--- config.mk ---
export PLATFORM = sky130hd
export DESIGN_NAME = des_key_schedule_flat
export DESIGN_NICKNAME = d
export VERILOG_FILES = /design/src/rtl/des_pkg.sv /design/src/rtl/des_key_schedule_if.sv /design/src/rtl/des_keyrotate.sv /design/src/rtl/des_keyrotate_rev.sv /design/src/rtl/des_key_schedule.sv /design/src/flat_wrapper.sv
export SDC_FILE = /design/constraint.sdc
export NUM_CORES = 1
export LEC_CHECK = 0
export ABC_AREA = 1
export BUFFER_PORTS_ARGS = -buffer_cell sky130_fd_sc_hd__buf_2
export CAP_MARGIN = 10
export CORE_MARGIN = 1
export CORE_UTILIZATION = 55
export DETAILED_ROUTE_END_ITERATION = 6
export GPL_ROUTABILITY_DRIVEN = 0
export MAX_ROUTING_LAYER = met4
export PLACE_DENSITY = 0.78
export REMOVE_ABC_BUFFERS = 1
export SKIP_LAST_GASP = 1
export SLEW_MARGIN = 10
export SYNTH_ARGS = -nofsm -noshare
export SYNTH_HDL_FRONTEND = slang
export SYNTH_SLANG_ARGS = --single-unit
--- constraint.sdc ---
create_clock -name clk -period 3 [get_ports clk]
set_input_delay 0.6 -clock clk [delete_from_list [all_inputs] [get_ports clk]]
set_output_delay 0.6 -clock clk [all_outputs]
set_load 0.01 [all_outputs]
--- src/rtl/des_pkg.sv ---
// Shared DES key-schedule definitions: PC-1/PC-2 tables, shift schedule, FSM states
// and the small permutation/rotation helpers used by the schedule datapath.
package des_pkg;

    localparam int unsigned KEY_W    = 64;
    localparam int unsigned CD_W     = 56;
    localparam int unsigned HALF_W   = 28;
    localparam int unsigned SUBKEY_W = 48;

    typedef enum logic {
        IDLE = 1'b0,
        RUN  = 1'b1
    } ks_state_e;

    // Bit i set means round i rotates by one position, otherwise by two.
    localparam logic [15:0] SHIFT_ONE = 16'h8103;

    localparam int unsigned PC1 [CD_W] = '{
        57, 49, 41, 33, 25, 17,  9,
         1, 58, 50, 42, 34, 26, 18,
        10,  2, 59, 51, 43, 35, 27,
        19, 11,  3, 60, 52, 44, 36,
        63, 55, 47, 39, 31, 23, 15,
         7, 62, 54, 46, 38, 30, 22,
        14,  6, 61, 53, 45, 37, 29,
        21, 13,  5, 28, 20, 12,  4
    };

    localparam int unsigned PC2 [SUBKEY_W] = '{
        14, 17, 11, 24,  1,  5,
         3, 28, 15,  6, 21, 10,
        23, 19, 12,  4, 26,  8,
        16,  7, 27, 20, 13,  2,
        41, 52, 31, 37, 47, 55,
        30, 40, 51, 45, 33, 48,
        44, 49, 39, 56, 34, 53,
        46, 42, 50, 36, 29, 32
    };

    function automatic logic [1:0] shift_amt(input logic [3:0] idx);
        return SHIFT_ONE[idx] ? 2'd1 : 2'd2;
    endfunction

    function automatic logic [1:CD_W] pc1(input logic [1:KEY_W] k);
        logic [1:CD_W] r;
        for (int i = 0; i < int'(CD_W); i++) r[i+1] = k[PC1[i]];
        return r;
    endfunction

    function automatic logic [1:SUBKEY_W] pc2(input logic [1:CD_W] cd);
        logic [1:SUBKEY_W] r;
        for (int i = 0; i < int'(SUBKEY_W); i++) r[i+1] = cd[PC2[i]];
        return r;
    endfunction

    // Bit 1 is the MSB, so a left rotation moves bit 1 to the tail.
    function automatic logic [1:HALF_W] rotl28(input logic [1:HALF_W] c, input logic [1:0] n);
        return (n == 2'd1) ? {c[2:28], c[1]} : {c[3:28], c[1:2]};
    endfunction

    function automatic logic [1:HALF_W] rotr28(input logic [1:HALF_W] c, input logic [1:0] n);
        return (n == 2'd1) ? {c[28], c[1:27]} : {c[27:28], c[1:26]};
    endfunction

endpackage

--- src/rtl/des_key_schedule_if.sv ---
// Key-in / subkey-out handshake bundle of the DES key schedule.
interface des_key_schedule_if;
    import des_pkg::*;

    logic                key_valid;
    logic                key_ready;
    logic [1:KEY_W]      key;
    logic                decrypt;
    logic                subkey_valid;
    logic                subkey_ready;
    logic [1:SUBKEY_W]   subkey;
    logic [3:0]          round;
    logic                last;
    logic                busy;

    modport master (
        output key_valid, key, decrypt, subkey_ready,
        input  key_ready, subkey_valid, subkey, round, last, busy
    );

    modport slave (
        input  key_valid, key, decrypt, subkey_ready,
        output key_ready, subkey_valid, subkey, round, last, busy
    );

endinterface

--- src/rtl/des_keyrotate.sv ---
// Combinational 28-bit left rotate of one key half by the shift schedule entry s(index).
module des_keyrotate
    import des_pkg::*;
(
    input  logic [1:HALF_W] din,
    input  logic [3:0]      index,
    output logic [1:HALF_W] dout_c
);

    assign dout_c = rotl28(din, shift_amt(index));

endmodule

--- src/rtl/des_keyrotate_rev.sv ---
// Combinational 28-bit right rotate of one key half by s(index); undoes des_keyrotate.
module des_keyrotate_rev
    import des_pkg::*;
(
    input  logic [1:HALF_W] din,
    input  logic [3:0]      index,
    output logic [1:HALF_W] dout_c
);

    assign dout_c = rotr28(din, shift_amt(index));

endmodule

--- src/rtl/des_key_schedule.sv ---
// Sequential DES key schedule: captures a key, then streams sixteen PC-2 subkeys,
// forward (K1..K16) or reverse (K16..K1), one per output handshake.
module des_key_schedule
    import des_pkg::*;
#(
    parameter bit SUPPORT_DECRYPT = 1'b1
) (
    input  logic               clk,
    input  logic               rst_n,
    des_key_schedule_if.slave  bus
);

    ks_state_e          state_q, state_d;
    logic [1:CD_W]      cd_q, cd_d;
    logic [1:SUBKEY_W]  sk_q, sk_d;
    logic [3:0]         round_q, round_d;
    logic               mode_q, mode_d;
    logic               key_ready_q, valid_q, busy_q, last_q;
    logic               upd;

    logic               decrypt_eff;
    logic [3:0]         round_inc;
    logic [3:0]         round_rev;
    logic [1:CD_W]      key_pc1;
    logic [1:CD_W]      load_cd;
    logic [1:HALF_W]    c_fwd, d_fwd, c_rev, d_rev;

    assign decrypt_eff = SUPPORT_DECRYPT & bus.decrypt;
    assign round_inc   = round_q + 4'd1;
    assign round_rev   = 4'd15 - round_q;
    assign key_pc1     = pc1(bus.key);

    // Decrypt starts from CD0, which equals CD16 after the full 28-position rotation.
    assign load_cd = decrypt_eff ? key_pc1
                                 : {rotl28(key_pc1[1:28],  shift_amt(4'd0)),
                                    rotl28(key_pc1[29:56], shift_amt(4'd0))};

    des_keyrotate u_rot_c (.din(cd_q[1:28]),  .index(round_inc), .dout_c(c_fwd));
    des_keyrotate u_rot_d (.din(cd_q[29:56]), .index(round_inc), .dout_c(d_fwd));

    generate
        if (SUPPORT_DECRYPT) begin : g_rev
            des_keyrotate_rev u_rev_c (.din(cd_q[1:28]),  .index(round_rev), .dout_c(c_rev));
            des_keyrotate_rev u_rev_d (.din(cd_q[29:56]), .index(round_rev), .dout_c(d_rev));
        end else begin : g_norev
            assign c_rev = '0;
            assign d_rev = '0;
        end
    endgenerate

    // Next-state and datapath update.
    always_comb begin
        state_d = state_q;
        cd_d    = cd_q;
        sk_d    = sk_q;
        round_d = round_q;
        mode_d  = mode_q;
        upd     = 1'b0;
        case (state_q)
            IDLE: begin
                if (bus.key_valid) begin
                    cd_d    = load_cd;
                    round_d = 4'd0;
                    mode_d  = decrypt_eff;
                    state_d = RUN;
                    upd     = 1'b1;
                end
            end
            RUN: begin
                if (bus.subkey_ready) begin
                    if (round_q == 4'd15) begin
                        state_d = IDLE;
                    end else begin
                        cd_d    = mode_q ? {c_rev, d_rev} : {c_fwd, d_fwd};
                        round_d = round_inc;
                        upd     = 1'b1;
                    end
                end
            end
            default: state_d = IDLE;
        endcase
        if (upd) sk_d = pc2(cd_d);
    end

    // State, datapath and registered handshake outputs.
    always_ff @(posedge clk or negedge rst_n) begin
        if (!rst_n) begin
            state_q     <= IDLE;
            cd_q        <= '0;
            sk_q        <= '0;
            round_q     <= 4'd0;
            mode_q      <= 1'b0;
            key_ready_q <= 1'b1;
            valid_q     <= 1'b0;
            busy_q      <= 1'b0;
            last_q      <= 1'b0;
        end else begin
            state_q     <= state_d;
            cd_q        <= cd_d;
            sk_q        <= sk_d;
            round_q     <= round_d;
            mode_q      <= mode_d;
            key_ready_q <= (state_d == IDLE);
            valid_q     <= (state_d == RUN);
            busy_q      <= (state_d == RUN);
            last_q      <= (state_d == RUN) && (round_d == 4'd15);
        end
    end

    assign bus.key_ready    = key_ready_q;
    assign bus.subkey_valid = valid_q;
    assign bus.subkey       = sk_q;
    assign bus.round        = round_q;
    assign bus.last         = last_q;
    assign bus.busy         = busy_q;

endmodule

--- src/flat_wrapper.sv ---
// flat-port wrapper written by rule: the top's interface ports become plain ports
module des_key_schedule_flat import des_pkg::*;
#(
    parameter bit SUPPORT_DECRYPT = 1'b1
)
  (clk, rst_n, bus_key_valid, bus_key, bus_decrypt, bus_subkey_ready, bus_key_ready, bus_subkey_valid, bus_subkey, bus_round, bus_last, bus_busy);
  des_key_schedule_if bus_i ();
  input  logic clk;
  input  logic rst_n;
  input wire logic [$bits(bus_i.key_valid)-1:0] bus_key_valid;
  input wire logic [$bits(bus_i.key)-1:0] bus_key;
  input wire logic [$bits(bus_i.decrypt)-1:0] bus_decrypt;
  input wire logic [$bits(bus_i.subkey_ready)-1:0] bus_subkey_ready;
  output wire logic [$bits(bus_i.key_ready)-1:0] bus_key_ready;
  output wire logic [$bits(bus_i.subkey_valid)-1:0] bus_subkey_valid;
  output wire logic [$bits(bus_i.subkey)-1:0] bus_subkey;
  output wire logic [$bits(bus_i.round)-1:0] bus_round;
  output wire logic [$bits(bus_i.last)-1:0] bus_last;
  output wire logic [$bits(bus_i.busy)-1:0] bus_busy;
  assign bus_i.key_valid = bus_key_valid;
  assign bus_i.key = bus_key;
  assign bus_i.decrypt = bus_decrypt;
  assign bus_i.subkey_ready = bus_subkey_ready;
  assign bus_key_ready = bus_i.key_ready;
  assign bus_subkey_valid = bus_i.subkey_valid;
  assign bus_subkey = bus_i.subkey;
  assign bus_round = bus_i.round;
  assign bus_last = bus_i.last;
  assign bus_busy = bus_i.busy;
  des_key_schedule #(.SUPPORT_DECRYPT(SUPPORT_DECRYPT)) u_core (.clk(clk), .rst_n(rst_n), .bus(bus_i));
endmodule
[Word-level counts from Yosys, hierarchy flattened]
Memories as Yosys holds them, arrays and structs flattened.
Index checks and enable logic that the tools add are counted.
Word-level totals
  output and inout bits: 56
  logic and storage cells: 50
  memory bits (read-only): 32
  register bits: 112
  memories: 2
Memories
  (no name shown): words 16, width 1, rd ports 1, clocked after Yosys merged registers in 0, write ports 0, line des_pkg.sv:41  | return SHIFT_ONE[idx] ? 2'd1 : 2'd2;
  (no name shown): words 16, width 1, rd ports 1, clocked after Yosys merged registers in 0, write ports 0, line des_pkg.sv:41
Cells by class
  equal/unequal tests: 7
  bitwise logic cells: 2
  magnitude comparators: 2
  reductions and logical operators: 3
  $add $sub $neg: 2
  multiplexer cells: 24
Operator list (number)
  $mux W56: 5
  $mux W28: 4
  $pmux W56 S2: 1
  $mux W4: 3
  $lt A4 B5 Y1 const B: 2
  $eq A4 B4 Y1 const B: 2
  $pmux W4 S2: 1
  $mux W1: 6
  $ne A2 B2 Y1 const B: 3
  $add A4 B1 Y4 const B: 1
  $eq A2 B1 Y1 const B: 2
  $mux W2: 2
  $pmux W1 S2: 2
  $sub A4 B4 Y4 const A: 1
  $reduce_and A3 Y1: 1
  $not A1 Y1: 2
  $reduce_and A2 Y1: 1
  $logic_and A1 B1 Y1: 1

[Logic depth before layout (Yosys ltp)]
  depth in word-level cells: 10
  gate-level depth with buffers: 16
  mapped depth without buffers: 14

[Hierarchy]
Synthesis repeated with hierarchy kept, for this count alone.
Second synthesis, totals
  cell total of the unflattened synthesis: 1444
  area, all modules: 8800.9 sq um
By module, submodules not included
  des_key_schedule: area each 6889.1 sq um, cells an instance 1056, seq. area each 2803.9 sq um, instances 1
  des_keyrotate: area each 478.0 sq um, cells an instance 97, seq. area each 0.0 sq um, instances 2
  des_keyrotate_rev: area each 478.0 sq um, cells an instance 97, seq. area each 0.0 sq um, instances 2

[Least setup slack after synthesis]
OpenSTA, ideal clock, no wires.
  kind: flip-flop to flip-flop
  from: register u_core.round_q[0] (netlist: u_core.bus.round[0])
  to: register u_core.sk_q, in the netlist u_core.bus.subkey[10]
  cell stages (with the launch flop): 12
  path slack: 1.180 ns
  arrival time: 1.703 ns
  buffers on the path: 2
  library setup time: 0.117 ns
  clock period less this slack: 1.820 ns
  path through: dfrtp_1 ha_1 nand3_1 nand2_2 nor2_2 inv_4 nand2_2 inv_2 buf_2 buf_4 nand2_1 nand2_1
On the way
  longest elaborated chain between the ends: 10
RTL lines
  start, declared: line des_key_schedule.sv:16  | logic [3:0] round_q, round_d;
  start signal, assigned: line des_key_schedule.sv:101  | round_q <= round_d;
  $add A4 B1 Y4 or $sub A4 B4 Y4 (tied branches): line des_key_schedule.sv:29, des_key_schedule.sv:30
  $mem_v2 Z16 W1
  $mux W1 (not written as such): line des_pkg.sv:41
  $mux W2: line des_pkg.sv:41
  $eq A2 B1 Y1 (on tied branches): line des_pkg.sv:58, des_pkg.sv:62
  $mux W28 (on tied branches): line des_pkg.sv:58, des_pkg.sv:62
  $mux W56: line des_key_schedule.sv:74  | cd_d = mode_q ? {c_rev, d_rev} : {c_fwd, d_fwd};
  $mux W56: line des_key_schedule.sv:71  | if (round_q == 4'd15) begin
  $mux W56: line des_key_schedule.sv:70  | if (bus.subkey_ready) begin
  $pmux W56 S2: line des_key_schedule.sv:59  | case (state_q)
  end signal, assigned: line des_key_schedule.sv:100  | sk_q <= sk_d;
  end, declared: line des_key_schedule.sv:15  | logic [1:SUBKEY_W] sk_q, sk_d;
Parallel ways exist; a longest one is shown, timed or not. The select of a mux whose other input is x is not followed.
A chain may end at the register's enable or synchronous reset.

[Final worst setup path]
  from: register u_core.round_q[0] (netlist: u_core.bus.round[0])
  to: register u_core.sk_q, in the netlist u_core.bus.subkey[16]
On the way
  longest elaborated chain between the ends: 10
RTL lines
  $add A4 B1 Y4 or $sub A4 B4 Y4 (tied branches): line des_key_schedule.sv:29, des_key_schedule.sv:30
  $mem_v2 Z16 W1
  $mux W1 (not written as such): line des_pkg.sv:41
  $mux W2: line des_pkg.sv:41
  $eq A2 B1 Y1 (on tied branches): line des_pkg.sv:58, des_pkg.sv:62
  $mux W28 (on tied branches): line des_pkg.sv:58, des_pkg.sv:62
  $mux W56: line des_key_schedule.sv:74
  $mux W56 *: line des_key_schedule.sv:71
  $mux W56 *: line des_key_schedule.sv:70
  $pmux W56 S2 *: line des_key_schedule.sv:59
  net u_core.cd_d (one bit): line des_key_schedule.sv:14  | logic [1:CD_W] cd_q, cd_d;
Mark *: on every way through the listed nets, which the timed path passes. The rest lies on a longest branch. The select of a mux whose other input is x is not followed.

==> flow_metrics.tcl <==
set metrics [dict create \
    status "finished with violations" \
    grt_max_degree 67 \
    p_leak_uw 0.00488 \
    p_per_area_nw_per_um2 1240 \
    dp_slack_ns 0.505 \
    fin_crit_sh_pct 85.1 \
    start_util_pct 56.8 \
    layout-drive-gt1-share_pct 12.7 \
    sequentialPowerShare_pct 24.7 \
    path_class "reg2reg" \
    synth-edff-count 0 \
    finClkSkew_ns 0.0131 \
    clock_latency_ns 0.37 \
    clk_pin_slew_ns 0.08 \
    drtIter0Drc 1066 \
    rows 44 \
    htree_levels 3 \
    pin_count 125 \
    yosys.area_share.simple_pct 35.5 \
    p_clk_share_pct 10.7 \
    wire_per_inst_um 14.6 \
    io_buffers 116 \
    slew_headroom_pct 54.3 \
    drcViolationCount 17 \
    seqCellArea_um2 2800 \
    synth_cell_type_count 28 \
    post_cts_buffers 0 \
    finalNetCount 1471 \
    synth-seq-area-share_pct 33.7 \
    hold_ws_ns 0.152 \
    fill_cells 1408 \
    dr.pass1.iters 7 \
    dieArea_um2 15600 \
    multiInputGateArea_um2 4430 \
    ys.flop_type "dfrtp_1" \
    synthMuxAreaShare_pct 0 \
    worst_ir_drop_vdd_mv 0.708 \
    die_w_um 125 \
    failed_checks "design-rule violations" \
    yosys-top-cells-area "dfrtp_1 33%, nand2_1 17%, nand3_1 12%" \
    dpl.hpwl_mm 14.2 \
    root_buffer "clkbuf_16" \
    grt_pass1_wl_mm 39.0 \
    grt_pass1_vias 7895 \
    drv_cap 0 \
    holdBufCountCts 0 \
    via_count 8987 \
    coreArea_um2 14600 \
    synth-xor-area-share_pct 0 \
    crit_path_end_kind "flip-flop" \
    final_util_pct 62.6 \
    fin_crit_ns 2.55 \
    ys_top_cells_by_count "367 x nand2_1, 196 x nand3_1, 146 x a21oi_1, 130 x nor2_1, 129 x inv_1" \
    worstSetupStartpointType "flip-flop" \
    async_reset_ff_share_pct 100 \
    synth_top_area_share_pct 33.4 \
    power.switching_uw 5960 \
    area_growth_pct 10.1 \
    synth_compound_area_share_pct 17.2 \
    clock-sinks 112 \
    synth_area_um2 8320 \
    fin_ws_ns 0.448 \
    hold_viol_final 0 \
    cts_buffers 9 \
    synth_top_area_cell "dfrtp_1" \
    antenna_found_initial 0 \
    max_freq_ghz 0.392 \
    ctsResizeCount 0 \
    grt_remaining_overflow 0 \
    finalMaxSlewViolations 0 \
    synth_top_family_by_area "simple AND/OR/NAND/NOR gates" \
    n_antenna_cell 0 \
    synth_warnings 0 \
    syn_area_per_cell_um2 6.16 \
    cp.required_ns 3.31 \
    rsz0062_at_grt "no" \
    cts_tree "done" \
    hold_path_class "in2async" \
    antenna_left 0 \
    combPwrFrac_pct 64.6 \
    crit_fanout 30 \
    setup_violations 0 \
    die_y_um 125 \
    p_int_uw 5390 \
    synth_most_common_cell "nand2_1" \
    post_drt_via_cell_ratio 5.66 \
    ys_ff_latch 112 \
    crit_arrival_ns 2.86 \
    netlist_instances 1352 \
    grt_use_total_pct 31.2 \
    ctsLongestPathBuffers 2 \
    rrSetupSlack_ns 0.45 \
    worstMarginPinSlew_ns 0.686 \
    switching_share_pct 52.5 \
    wl_mm 23.2 \
    synth_fa_ha_area_share_pct 0.451 \
]
cell usage in the layout (no fill, tap or decap):
cell type,count
a21oi_1,146
a31oi_1,7
buf_12,8
buf_2,115
buf_4,17
clkbuf_1,1
clkbuf_16,9
clkbuf_8,2
clkinv_1,10
clkinv_2,2
clkinv_4,1
dfrtp_1,111
dfstp_2,1
ha_1,3
inv_1,129
inv_2,7
inv_4,1
inv_6,1
nand2_1,365
nand2_2,10
nand2_4,1
nand3_1,196
nand3_2,1
nand4_1,1
nand4_2,1
nor2_1,130
nor2_2,1
nor3_1,3
o211ai_1,4
o21ai_0,105
o21ai_1,7
o22ai_1,3
o32ai_1,5
per-stage QoR:
stage | TNS [ns] | area (um^2) | total power, uW | cells
2_1_floorplan | -74.15 | 7780 | 7750 | 1248
3_3_place_gp | 0 | 8880 | 9870 | 1572
3_5_place_dp | 0 | 8880 | 10000 | 1572
4_1_cts | 0 | 9160 | 11300 | 1588
5_1_grt | 0 | 9160 | 12500 | 1588
6_report | 0 | 9160 | 11400 | 1588
critical path: stages, from the launching register on:
cell and delay, ns:
dfrtp_1 0.52, inv_1 0.08, ha_1 0.19, nand2_1 0.07, nand3_2 0.51, buf_4 0.44
nand3_1 0.09, nand2_1 0.05, nor2_1 0.13, nor2_1 0.05, nand2_1 0.09, nand2_1 0.05
nand2_1 0.08, nand2_1 0.06, nand2_1 0.07
layout make-up:
cell class	instances	share of cell area, %
Timing Repair Buffer	140	9.42
Clock inverter	4	0.300
Tap cell	184	2.51
Inverter	147	6.05
Multi-Input combinational cell	989	48.3
Clock buffer	12	2.80
Sequential cell	112	30.6
metal layers:
metal | wire, um | global-route usage [%]
met1 | 10500 | 41.9
met2 | 10400 | 48.4
met3 | 1950 | 5.35
met4 | 396 | 9.25
met5 | 0 | -
flip-flops by register name (all words and copies together), names as in the netlist:
signal and flops:
u_core.state_q 1, u_core.bus.last 1, u_core.bus.round 4, u_core.mode_q 1, u_core.bus.subkey 48, u_core.bus.key_ready 1, u_core.cd_q 56
power groups by stage:
stage | Sequential (uW) | Combinational [uW] | Clock (uW)
finish | 2810 | 7330 | 1210
global placement | 2800 | 7070 | 0
global route | 2890 | 8280 | 1290
CTS | 2790 | 7260 | 1230
floorplan | 2970 | 4780 | 0
detailed placement | 2810 | 7210 | 0
path summary, 6_finish.rpt:
check	to	cells past startpoint	start
setup / recovery	u_core.bus.subkey[16]$_DFFE_PN0P_	14	u_core.bus.round[0]$_DFF_PN0_
hold / removal	u_core.bus.subkey[1]$_DFFE_PN0P_	1	rst_n
setup reg to reg	u_core.bus.subkey[16]$_DFFE_PN0P_	14	u_core.bus.round[0]$_DFF_PN0_
hold reg to reg	u_core.bus.subkey[9]$_DFFE_PN0P_	2	u_core.bus.subkey[9]$_DFFE_PN0P_
max in group asynchronous	u_core.cd_q[16]$_DFF_PN0_	2	rst_n
min in group clk	u_core.bus.subkey[9]$_DFFE_PN0P_	2	u_core.bus.subkey[9]$_DFFE_PN0P_
logic make-up (layout without fill, tap and decap cells):
family	after synthesis	in the layout
adders and majority gates	3	3
buffers and inverters	251	303
AOI/OAI and AO/OA	277	277
and+or+nand+nor	709	709
DFF	112	112
Power figures use the tool's default switching activity.
